<file path="src/rtl/wb_arbiter_pkg.sv">
// Shared types and constants for the register-file write-back arbiter.
// A queued load is carried as a wb_entry {live, dest, data}.
package wb_arbiter_pkg;

  localparam int DATA_W = 16;
  localparam int ADDR_W = 4;

  localparam logic [ADDR_W-1:0] REG0  = 4'd0;
  localparam logic [ADDR_W-1:0] REG_T = 4'd15;

  typedef struct packed {
    logic              live;
    logic [ADDR_W-1:0] dest;
    logic [DATA_W-1:0] data;
  } wb_entry;

  // True when the entry is still going to write register r.
  function automatic logic regHit(input wb_entry e, input logic [ADDR_W-1:0] r);
    return e.live && (e.dest == r);
  endfunction

endpackage

</file>
<file path="src/rtl/wb_fifo.sv">
// Load-result FIFO with per-entry kill by destination register.
// Popped and killed slots have their live bit cleared, so LiveVec only flags pending writes.
module wb_fifo
  import wb_arbiter_pkg::*;
#(
  parameter int DEPTH = 4
) (
  input  logic                         Clk,
  input  logic                         Rst,
  input  logic                         Push,
  input  wb_entry                      PushEntry,
  input  logic                         Pop,
  input  logic                         KillEn,
  input  logic [ADDR_W-1:0]            KillReg,
  output logic                         Full,
  output logic                         Empty,
  output wb_entry                      Head,
  output logic [DEPTH-1:0]             LiveVec,
  output logic [DEPTH-1:0][ADDR_W-1:0] RegVec
);

  localparam int PTR_W = $clog2(DEPTH);

  wb_entry          memR [DEPTH];
  logic [PTR_W-1:0] wrPtrR;
  logic [PTR_W-1:0] rdPtrR;
  logic [PTR_W:0]   countR;
  logic             pushOk;
  logic             popOk;

  assign Full   = (countR == (PTR_W + 1)'(DEPTH));
  assign Empty  = (countR == '0);
  assign pushOk = Push && !Full;
  assign popOk  = Pop && !Empty;
  assign Head   = memR[rdPtrR];

  // Expose live/dest of every slot for busy lookup.
  always_comb begin
    LiveVec = '0;
    RegVec  = '0;
    for (int i = 0; i < DEPTH; i++) begin
      LiveVec[i] = memR[i].live;
      RegVec[i]  = memR[i].dest;
    end
  end

  // Storage, pointers and occupancy; a same-cycle push overrides any kill on its slot.
  always_ff @(posedge Clk or posedge Rst) begin
    if (Rst) begin
      for (int i = 0; i < DEPTH; i++) begin
        memR[i] <= '0;
      end
      wrPtrR <= '0;
      rdPtrR <= '0;
      countR <= '0;
    end else begin
      for (int i = 0; i < DEPTH; i++) begin
        if (KillEn && regHit(memR[i], KillReg)) begin
          memR[i].live <= 1'b0;
        end
      end
      if (popOk) begin
        memR[rdPtrR].live <= 1'b0;
        rdPtrR            <= rdPtrR + PTR_W'(1);
      end
      if (pushOk) begin
        memR[wrPtrR] <= PushEntry;
        wrPtrR       <= wrPtrR + PTR_W'(1);
      end
      case ({pushOk, popOk})
        2'b10:   countR <= countR + (PTR_W + 1)'(1);
        2'b01:   countR <= countR - (PTR_W + 1)'(1);
        default: countR <= countR;
      endcase
    end
  end

endmodule

</file>
<file path="src/rtl/wb_arbiter.sv">
// Write-back arbiter: merges ALU results and buffered load results into one
// registered register-file write port, with per-register busy flags for decode.
module wb_arbiter #(
  parameter int DATA_W = 16,
  parameter int ADDR_W = 4,
  parameter int DEPTH  = 4
) (
  input  logic              Clk,
  input  logic              Rst,
  input  logic              AluValid,
  input  logic [ADDR_W-1:0] AluReg,
  input  logic [DATA_W-1:0] AluData,
  input  logic              MemValid,
  output logic              MemReady,
  input  logic [ADDR_W-1:0] MemReg,
  input  logic [DATA_W-1:0] MemData,
  output logic              RegWre,
  output logic [ADDR_W-1:0] WriteReg,
  output logic [DATA_W-1:0] WriteData,
  input  logic [ADDR_W-1:0] Rs,
  input  logic [ADDR_W-1:0] Rt,
  output logic              RsBusy,
  output logic              RtBusy
);

  import wb_arbiter_pkg::*;

  logic                         readyR;
  logic                         fifoFull;
  logic                         fifoEmpty;
  logic                         pushS;
  logic                         popS;
  logic                         killEnS;
  wb_entry                      pushEntryS;
  wb_entry                      headS;
  logic [DEPTH-1:0]             liveVecS;
  logic [DEPTH-1:0][ADDR_W-1:0] regVecS;
  logic                         wreS;
  logic [ADDR_W-1:0]            selRegS;
  logic [DATA_W-1:0]            selDataS;

  // A register is busy when some queued, not-yet-killed load still targets it.
  function automatic logic regBusy(
    input logic [ADDR_W-1:0]            r,
    input logic [DEPTH-1:0]             live,
    input logic [DEPTH-1:0][ADDR_W-1:0] regs
  );
    logic hit;
    hit = 1'b0;
    for (int i = 0; i < DEPTH; i++) begin
      if (live[i] && (regs[i] == r)) begin
        hit = 1'b1;
      end else begin
        hit = hit;
      end
    end
    return (r != REG0) && hit;
  endfunction

  // Holds MemReady low through reset and for the edge that releases it.
  always_ff @(posedge Clk or posedge Rst) begin
    if (Rst) begin
      readyR <= 1'b0;
    end else begin
      readyR <= 1'b1;
    end
  end

  assign MemReady   = readyR && !fifoFull;
  assign pushS      = MemValid && MemReady;
  assign popS       = !AluValid && !fifoEmpty;
  assign killEnS    = AluValid && (AluReg != REG0);
  assign pushEntryS = '{live: 1'b1, dest: MemReg, data: MemData};

  wb_fifo #(
    .DEPTH (DEPTH)
  ) uFifo (
    .Clk       (Clk),
    .Rst       (Rst),
    .Push      (pushS),
    .PushEntry (pushEntryS),
    .Pop       (popS),
    .KillEn    (killEnS),
    .KillReg   (AluReg),
    .Full      (fifoFull),
    .Empty     (fifoEmpty),
    .Head      (headS),
    .LiveVec   (liveVecS),
    .RegVec    (regVecS)
  );

  // Source selection: ALU first, else drain the FIFO head; register 0 never writes.
  always_comb begin
    wreS     = 1'b0;
    selRegS  = AluReg;
    selDataS = AluData;
    if (AluValid) begin
      wreS     = (AluReg != REG0);
      selRegS  = AluReg;
      selDataS = AluData;
    end else if (!fifoEmpty) begin
      wreS     = headS.live && (headS.dest != REG0);
      selRegS  = headS.dest;
      selDataS = headS.data;
    end else begin
      wreS     = 1'b0;
      selRegS  = WriteReg;
      selDataS = WriteData;
    end
  end

  // Registered write port; address and data hold while no write is issued.
  always_ff @(posedge Clk or posedge Rst) begin
    if (Rst) begin
      RegWre    <= 1'b0;
      WriteReg  <= '0;
      WriteData <= '0;
    end else begin
      RegWre <= wreS;
      if (wreS) begin
        WriteReg  <= selRegS;
        WriteData <= selDataS;
      end else begin
        WriteReg  <= WriteReg;
        WriteData <= WriteData;
      end
    end
  end

  assign RsBusy = regBusy(Rs, liveVecS, regVecS);
  assign RtBusy = regBusy(Rt, liveVecS, regVecS);

endmodule

</file>
<file path="config.mk">
export PLATFORM = sky130hd
export DESIGN_NAME = wb_arbiter
export DESIGN_NICKNAME = d
export VERILOG_FILES = /design/src/rtl/wb_arbiter_pkg.sv /design/src/rtl/wb_fifo.sv /design/src/rtl/wb_arbiter.sv
export SDC_FILE = /design/constraint.sdc
export NUM_CORES = 1
export LEC_CHECK = 0
export CORE_MARGIN = 5
export CORE_UTILIZATION = 50
export CTS_BUF_LIST = sky130_fd_sc_hd__clkbuf_8
export DETAILED_ROUTE_END_ITERATION = 10
export DONT_BUFFER_PORTS = 1
export PLACE_DENSITY = 0.76
export SYNTH_ARGS = -nofsm -noshare
export SYNTH_HDL_FRONTEND = slang
export SYNTH_SLANG_ARGS = --single-unit
</file>
<file path="constraint.sdc">
create_clock -name Clk -period 5.1 [get_ports Clk]
set_input_delay 1.02 -clock Clk [delete_from_list [all_inputs] [get_ports Clk]]
set_output_delay 1.02 -clock Clk [all_outputs]
set_load 0.01 [all_outputs]
</file>
; ---- After elaboration in Yosys (flattened, before gate mapping)
; Cells that the tools add are included.
[word_totals]
regBits = 113
latchBits = 0
ramBits = 0
mem_bits_ro = 0
elab_cells = 112
n_memories = 0
[classes]
add_sub_neg = 4
n_mul = 0
div_mod_pow = 0
magnitude_cmp = 4
eq_ne = 16
n_shift = 0
mux = 30
bitwise_logic = 2
reduce_logical = 37
[op_table]
columns = operator, n
row1 = $bwmux 84, 2
row2 = $mux 84, 2
row3 = $demux 21 s2, 2
row4 = $mux 21, 4
row5 = $eq 4x4->1, 12
row6 = $bmux 21 s2, 1
row7 = $mux 16, 2
row8 = $logic_and 1x1->1, 27
row9 = $reduce_bool 4->1, 4
row10 = $mux 1, 14
row11 = $mux 4, 2
row12 = $ge 3x3->1 const B, 2
row13 = $lt 3x1->1 const B, 2
row14 = $not 2->3, 2
row15 = $pmux 3 s2, 1
row16 = $add 2x1->2 const B, 2
row17 = $add 3x1->3 const B, 1
row18 = $eq 3x3->1 const B, 1
row19 = $logic_not 1->1, 3
row20 = $logic_not 3->1, 1
row21 = $sub 3x1->3 const B, 1
row22 = $eq 2x1->1 const B, 1
row23 = $eq 2x2->1 const B, 1
row24 = $ne 2x2->1 const B, 1
row25 = 2 further kinds, 2

; ---- Depth between registers and ports, before layout
; Gate-level depths: netlist of run 1.
[depth]
ltp_word = 9
depth_mapped = 11
depth_no_buf = 10

; ---- By module
; A second synthesis of run 1 with hierarchy kept.
[unflattened]
hier_cells = 463
area_unflattened_um2 = 6472.5
[modules_own_cells]
columns = mod, instances, cells_each, area_per_inst_um2, seq_area_each_um2
row1 = wb_fifo, 1, 306, 4880.9, 2277.2
row2 = wb_arbiter, 1, 157, 1591.5, 550.5

; ---- Worst setup path after synthesis of run 1
; No wires, ideal clock.
[synth_path]
path_kind = in2out
from = input Rs[0]
to = output RsBusy
arrival_ps = 1912
slack_ps = 2168
path_stages = 6
path_cell_list = clkbuf_1 xnor2_1 nand2_1 nor4_1 a31oi_1 a31oi_1
[synth_between]
elab_chain_len = 7
word_cells_on_any_way = 14
classes_between = 4 x eq/ne / 4 x mux / 6 x reduce/logical
[synth_lines]
columns = item, line
row1 = "start, declared", wb_arbiter.sv:20  ; input logic [ADDR_W-1:0] Rs,
row2 = $eq 4x4->1, wb_arbiter.sv:51  ; if (live[i] && (regs[i] == r)) begin
row3 = $logic_and 1x1->1, wb_arbiter.sv:51
row4 = $mux 1 (4 in series), wb_arbiter.sv:51
row5 = $logic_and 1x1->1 *, wb_arbiter.sv:57  ; return (r != REG0) && hit;
row6 = "end, declared", wb_arbiter.sv:22  ; output logic RsBusy,
; Mark *: on every way between the ends. The rest lies on a longest branch, timed or not.

; ---- Worst setup path in the final report of run 1
[layout_path]
from = register uFifo.rdPtrR[1]
to = register WriteData[11]
[layout_between]
elab_chain_len = 9
word_cells_on_any_way = 11
classes_between = 7 x mux / 1 x bitwise / 3 x reduce/logical
[layout_lines]
columns = item, line
row1 = "start, declared", wb_fifo.sv:26  ; logic [PTR_W-1:0] rdPtrR;
row2 = "start signal, assigned", wb_fifo.sv:64  ; rdPtrR <= rdPtrR + PTR_W'(1);
row3 = $not 2->3 (not written as such) *, wb_fifo.sv:35  ; assign Head = memR[rdPtrR];
row4 = $bmux 21 s2 *, wb_fifo.sv:35
row5 = $mux 21 (not written as such) * (2 in series), wb_fifo.sv:35
row6 = $reduce_bool 4->1, wb_arbiter.sv:102  ; wreS = headS.live && (headS.dest != REG0);
row7 = $logic_and 1x1->1, wb_arbiter.sv:102
row8 = $mux 1, wb_arbiter.sv:101  ; end else if (!fifoEmpty) begin
row9 = $mux 1, wb_arbiter.sv:97  ; if (AluValid) begin
row10 = $reduce_and 2->1 (no source line), n/a
row11 = "end signal, assigned", wb_arbiter.sv:122  ; WriteData <= selDataS;
row12 = "end signal, assigned", wb_arbiter.sv:125  ; WriteData <= WriteData;
row13 = "end, declared", wb_arbiter.sv:19  ; output logic [DATA_W-1:0] WriteData,
; Mark *: on every way between the ends. The rest lies on a longest branch, timed or not. The select of a mux whose other input is x is not followed.
; A chain may end at the register's enable or synchronous reset.

==> summary.md, run 1 <==
| Metric | Value |
|---|---|
| Normalized max-slew margin | 0.229 |
| Fraction of layout instances using a drive strength above 1 | 0.314 |
| Initial DRC count | roughly 130 |
| Largest stage delay, worst path | ~820 ps |
| Power per cell area | about 630 nW/um^2 |
| Hold Path Origin | uFifo.countR[2] |
| CTS root buffer | clkbuf_8 |
| Syn. warnings | 0 |
| Routed Antenna Nets | 0 |
| Residual DRC | 0 |
| Clock sinks | around 110 |
| Cell Area, Synth | roughly 5700 um^2 |
| Crit end category | flip-flop |
| CP startpoint | uFifo.rdPtrR[1] |
| Clk pin slew, worst setup/hold paths | approximately 70 ps |
| Post-CTS Hold Buffers | 0 |
| Top area cells in the synthesized netlist | dfrtp_1, mux2_2, mux4_2 |
| First-pass GRT wire length | 19.8 mm |
| Worst setup SP type | flip-flop |
| Nets@finish | 486 |
| Slowest-stage cell, CP | a31oi_4 |
| H-tree Lvls | 4 |
| Post-Route Skew | 11.2 ps |
| Synthesized area per cell | 13.0 um^2 |
| Max Cap Viol | 0 |
| Max Slew Vio Count | 0 |
| Area leader, netlist | dfrtp_1 |
| Max Fclk | roughly 340 MHz |
| Slew of the pin with the lowest slew margin | approximately 1200 ps |
| Row cnt | 38 |
| CTS tree | done |
| Vias in the first global route | 3730 |
| WP data arrival | about 3200 ps |
| GRT Total Usage | 0.195 |
| Mapped Cells | about 430 |
| Final hold vios | 0 |
| Total iterations of the first detailed-routing run | 6 |
| Placed Area | about 5700 um^2 |
| Initial core utilization | 0.515 |
| Pin count of the biggest net entering global routing | 84 |
| Share of the synthesized area in the top cell type | 0.500 |
| Finished Core Util | 0.555 |
| Crit-path max FO | ~40 |
| Critical Path RT | ~5400 ps |
| Design area | ~6100 um^2 |
| Filler Cell Count | around 900 |
| Tmin final | 2960 ps |
| Final wirelength | between 10 and 15 mm |
| DR vias | between 3000 and 4000 |
| Post-CTS setup repair buffer count | 0 |
| Synthesis-to-layout area growth | 7.70% |
| Wire per inst | ~21 um |
| Clock Latency Late Sink | ~430 ps |
| Post-synthesis cell type count | 27 |
| CTS max path bufs | 2 |
| Met1 Use GR | 0.228 |
| Final Cycle Share | 0.581 |
| Final setup violation count | 0 |
| Die Y-Extent | 116 um |
| Die area | about 14000 um^2 |
| Die width | roughly 120 um |
| Outcome | finished, final reports clean |
| Grt total ovfl | 0 |
| M2 GR Usage | 0.334 |
| Total CTS buffers | 17 |
| GRT busiest layer | met2 |
| Critical path, cell by cell | mux4_2 -> or4_1 -> a31oi_4 -> o21ai_0 |
| Crit Path Category | reg2reg |
| Worst reg-to-reg setup slack | ~2100 ps |
| Core ar. | about 11000 um^2 |
| Worst IR Drop VDD | 0.000269 V |
| Vias per Instance | 5.87 |
| RSZ-0062 raised after global routing | no |
| Antenna violations before repair | 0 |
| Ant. Diodes | 0 |
| Port Buf Inserts | 0 |
| Gates resized, CTS repair | 0 |
| GP Congestion | between 0.8 and 0.9 |
| Worst R2R Start | uFifo.rdPtrR[1] |
| Leak | 2.65 nW |
| Setup TNS | 0 ps |
| Storage cell area | ~2800 um^2 |
| Met3 Usage GRT | 0.0663 |
| HP Class | reg2reg |
| Post-Syn Nets | between 400 and 500 |
| Seq cells post-synth | approximately 110 |
| DP Wirelength | a little over 8 mm |
| Seq/Total Area, Yosys | 0.500 |
| I/O pin count | 76 |
| Multi-input gate area | ~2700 um^2 |
## sequential cells by signal (all words and copies together), names as in the netlist, 2 cells and up
signal and flops:
uFifo.memR 64, WriteData 16, uFifo.RegVec 16, WriteReg 4, uFifo.LiveVec 4, uFifo.countR 3
uFifo.rdPtrR 2, uFifo.wrPtrR 2
## power by group
part,total [mW],switching (mW),leakage (nW),internal [mW]
Clock,0.782,0.354,0.185,0.429
Combinational,1.33,0.548,1.09,0.777
Sequential,1.75,0.416,1.37,1.34
## area by class of cell
cell class	instances	share of cell area
inverters	11	0.00719
multi-input cells	278	0.435
clock inverters	10	0.0140
flip-flops and latches	113	0.464
repair buffers	3	0.00370
well taps	140	0.0287
clock buffers	21	0.0474
## logic make-up (layout without fill, tap and decap cells)
group                      after synthesis  after routing  synth area share
AOI/OAI and AO/OA                       33             33            0.0369
xor gates and xnor gates                53             53            0.0820
adders and majority gates               10             10            0.0234
buffers and inverters                   43             45            0.0318
DFF                                    113            113             0.500
muxes                                  122            122             0.280
other                                    1              1          0.000663
and+or+nand+nor                         59             59            0.0453
## placed cells by master (no fill, tap or decap), types with 2 or more instances in the layout
cell        instances
dfrtp_1           113
mux2_2             80
nand2_1            36
xor2_1             34
mux4_2             21
mux2i_1            21
clkbuf_8           21
xnor2_1            19
o21ai_0            17
inv_1              10
ha_1                9
nand3_1             8
nor3_1              7
a31oi_1             5
o21ai_1             5
clkinv_2            5
o311ai_0            4
nor4_1              4
clkinvlp_4          4
buf_4               3
nor2_1              2
## worst max-delay path, delay by kind of cell (launching register included)
family	cells	cell delay, ps
AND/OR/NAND/NOR	1	570
multiplexers	1	580
flip-flops	1	580
AO/OA/AOI/OAI	2	1050
## stage by stage
stage	cells	power, mW	worst slack (ps)	hold WS [ps]
floorplan	434	2.77	1090	460
global placement	545	3.03	2240	475
detailed placement	545	3.11	2090	483
CTS	576	3.90	2100	498
global route	576	4.13	1860	510
finish	576	3.86	2140	492
## Yosys cell counts
cell,number
dfrtp_1,113
mux2_2,80
nand2_1,36
xor2_1,34
clkbuf_1,22
mux2i_1,21
mux4_2,21
xnor2_1,19
o21ai_0,17
inv_1,11
ha_1,9
nand3_1,8
nor3_1,7
a31oi_1,5
o21ai_1,5
buf_4,4
nor4_1,4
o311ai_0,4
buf_1,3
buf_2,3
nor2_1,2
a31oi_4,1
and2_1,1
conb_1,1
fa_1,1
o41a_1,1
or4_1,1
## metal layers
metal | part of all wire | up-vias | routed length [um]
met1 | 0.39 | 1746 | 4710
met5 | 0 | - | 0
met4 | 0.020 | 0 | 246
li1 | - | 1514 | -
met2 | 0.52 | 95 | 6250
met3 | 0.073 | 26 | 882
## path summary, 6_finish.rpt
path	depth (start not counted)	endpoint
setup / recovery	4	WriteData[11]
hold / removal	1	uFifo.countR[2]
setup reg to reg	4	WriteData[11]
hold reg to reg	1	uFifo.countR[2]
max in group asynchronous	2	WriteData[11]
min in group asynchronous	1	readyR
Power figures use the tool's default switching activity.
==> inputs of run 2 (changes only) <==
--- a/config.mk
+++ b/config.mk
@@ -10,7 +10,7 @@
 export CTS_BUF_LIST = sky130_fd_sc_hd__clkbuf_8
 export DETAILED_ROUTE_END_ITERATION = 10
 export DONT_BUFFER_PORTS = 1
-export PLACE_DENSITY = 0.76
+export PLACE_DENSITY = 0.79
 export SYNTH_ARGS = -nofsm -noshare
 export SYNTH_HDL_FRONTEND = slang
 export SYNTH_SLANG_ARGS = --single-unit
==> constraint.sdc (replaced) <==
create_clock -name Clk -period 2.4 [get_ports Clk]
set_input_delay 0.48 -clock Clk [delete_from_list [all_inputs] [get_ports Clk]]
set_output_delay 0.48 -clock Clk [all_outputs]
set_load 0.01 [all_outputs]
==> summary.md, run 2 (same netlist as run 1, synthesis figures left out) <==
| Metric | Value |
|---|---|
| WP data arrival | 2550 ps (was 3220 ps) |
| Final hold vios | 0 (unchanged) |
| Critical Path RT | 2700 ps (was 5360 ps) |
| Core ar. | 11000 um^2 (unchanged) |
| Max Fclk | 444 MHz (was 337 MHz) |
| Tmin final | 2250 ps (was 2960 ps) |
| GP Congestion | 0.928 (was 0.841) |
| Wire per inst | 20.3 um (was 21.0 um) |
| GRT Total Usage | 0.198 (was 0.195) |
| Vias per Instance | 5.74 (was 5.87) |
| Slew of the pin with the lowest slew margin | 505 ps (was 1150 ps) |
| Sequential share of power | 0.396 (was 0.454) |
| Crit end category | flip-flop (unchanged) |
| Grt total ovfl | 0 (unchanged) |
| Biggest register | uFifo.memR (unchanged) |
| Critical path, cell by cell | mux4_2 -> or4_1 -> a31oi_4 -> buf_12 -> o21ai_0 (was mux4_2 -> or4_1 -> a31oi_4 -> o21ai_0) |
| Initial DRC count | 190 (was 131) |
| Clock power share | 0.242 (was 0.203) |
| RSZ-0062 raised after global routing | no (unchanged) |
| Worst setup SP type | flip-flop (unchanged) |
| R2R cell count | 5 (was 4) |
| Clock Latency Late Sink | 430 ps (about the same) |
| Fraction of layout instances using a drive strength above 1 | 0.355 (was 0.314) |
| Final Cycle Share | 0.938 (was 0.581) |
| DR vias | 3454 (was 3381) |
| Gate power share | 0.362 (was 0.343) |
| I/O pin count | 76 (unchanged) |
| Max Slew Vio Count | 0 (unchanged) |
| Switching share of power | 0.322 (was 0.341) |
| H-tree Lvls | 4 (unchanged) |
| Most common cell after layout, fill and taps aside | dfrtp_1 (unchanged) |
| Routed Antenna Nets | 0 (unchanged) |
| Most frequent cells in the layout | dfrtp_1, mux2_2, nand2_1, xor2_1, buf_4 (was dfrtp_1, mux2_2, nand2_1, xor2_1) |
| Worst IR Drop VDD | 0.000654 V (was 0.000269 V) |
| Leak | 2.84 nW (was 2.65 nW) |
| Max FFs per register | 64 (unchanged) |
| Crit-path max FO | 21 (was 41) |
| Total iterations of the first detailed-routing run | 4 (was 6) |
| Port Buf Inserts | 0 (unchanged) |
| Cell-internal power | 6.11 mW (was 2.54 mW) |
| Finished Core Util | 0.589 (was 0.555) |
| Nets@finish | 511 (was 486) |
| Crit Path Category | reg2reg (unchanged) |
| Post-Route Skew | 12.9 ps (was 11.2 ps) |
| Vias in the first global route | 3744 (was 3730) |
| Filler Cell Count | 859 (was 895) |
| Power per cell area | 1390 nW/um^2 (was 634 nW/um^2) |
| Initial core utilization | 0.515 (unchanged) |
| DP Wirelength | 8.64 mm (was 8.20 mm) |
| Die Y-Extent | 116 um (unchanged) |
| Pin count of the biggest net entering global routing | 73 (was 84) |
| Synthesis-to-layout area growth | 14.3% (was 7.70%) |
| Final wirelength | 12.2 mm (was 12.1 mm) |
| Max Cap Viol | 0 (unchanged) |
| CTS root buffer | clkbuf_8 (unchanged) |
| Setup TNS | 0 ps (unchanged) |
| Clk pin slew, worst setup/hold paths | 70 ps (about the same) |
| Slowest-stage cell, CP | or4_1 (was a31oi_4) |
| Ant. Diodes | 0 (unchanged) |
| Die width | 116 um (unchanged) |
| CTS max path bufs | 2 (unchanged) |
| Largest stage delay, worst path | 580 ps (was 820 ps) |
| Clock sinks | 113 (unchanged) |
| HP Class | in2async (was reg2reg) |
| Antenna violations before repair | 0 (unchanged) |
| First-pass GRT wire length | 20.0 mm (was 19.8 mm) |
| Final setup violation count | 0 (unchanged) |
| Die area | 13500 um^2 (unchanged) |
| Outcome | finished, final reports clean (unchanged) |
| Row cnt | 38 (unchanged) |
| CTS tree | done (unchanged) |
| Total CTS buffers | 17 (unchanged) |
| Sw power | 2.90 mW (was 1.32 mW) |
| Normalized max-slew margin | 0.664 (was 0.229) |
| Residual DRC | 0 (unchanged) |
run 2: power groups by stage:
| stage | logic, mW | clock network, mW | registers (mW) |
|---|---|---|---|
| floorplan | 2.44 | 0 | 3.45 |
| global placement | 3.15 | 0 | 3.53 |
| detailed placement | 3.27 | 0 | 3.59 |
| CTS | 3.29 | 2.22 | 3.57 |
| global route | 3.57 | 2.33 | 3.68 |
| finish | 3.26 | 2.18 | 3.57 |
run 2: cell type report:
type / count / area [um^2] / area share
multi-input cells: 278 / 2650 / 0.410
clock inverters: 13 / 233 / 0.0360
repair buffers: 28 / 273 / 0.0422
inverters: 11 / 45.0 / 0.00697
clock buffers: 19 / 262 / 0.0404
well taps: 140 / 175 / 0.0271
flip-flops and latches: 113 / 2830 / 0.437
run 2: through the flow:
step                instance area (um^2)  setup WS [ps]  total power [mW]  cells  hold slack (ps)
floorplan                           5660            214              5.89    434              460
global placement                    5970            117              6.68    570              477
detailed placement                  5970           67.5              6.87    570              477
CTS                                 6460           50.3              9.07    602             22.7
global route                        6470           23.3              9.59    602             43.7
finish                              6470            149              9.01    602             19.8
run 2: timing repair:
action                                  CTS  global route
hold buffers                              0             0
setup buffers                             0             0
endpoints found under the setup margin    0            21
gates resized for setup                   0             1
run 2: metal layers:
layer	vias to the layer above	share of wire	track usage
li1	1562	-	-
met1	1766	0.40	0.245
met2	109	0.50	0.317
met3	17	0.089	0.0777
met4	0	0.014	0.0704
met5	-	0	0
run 2: final timing paths:
path                            startpoint               to  slack (ps)
hold reg to reg            uFifo.countR[0]  uFifo.countR[0]         490
min in group Clk                 MemReg[3]  uFifo.RegVec[3]         190
setup / recovery           uFifo.rdPtrR[1]     WriteData[2]         150
max in group asynchronous              Rst  uFifo.rdPtrR[1]        1920
setup reg to reg           uFifo.rdPtrR[1]     WriteData[2]         150
hold / removal                         Rst     WriteData[4]          20
run 2: worst max-delay path, delay by kind of cell, from the launching register on:
family	cells	cell delay (ps)
compound gates	2	370
buf+inv	1	180
flops	1	460
mux	1	530
simple gates	1	580
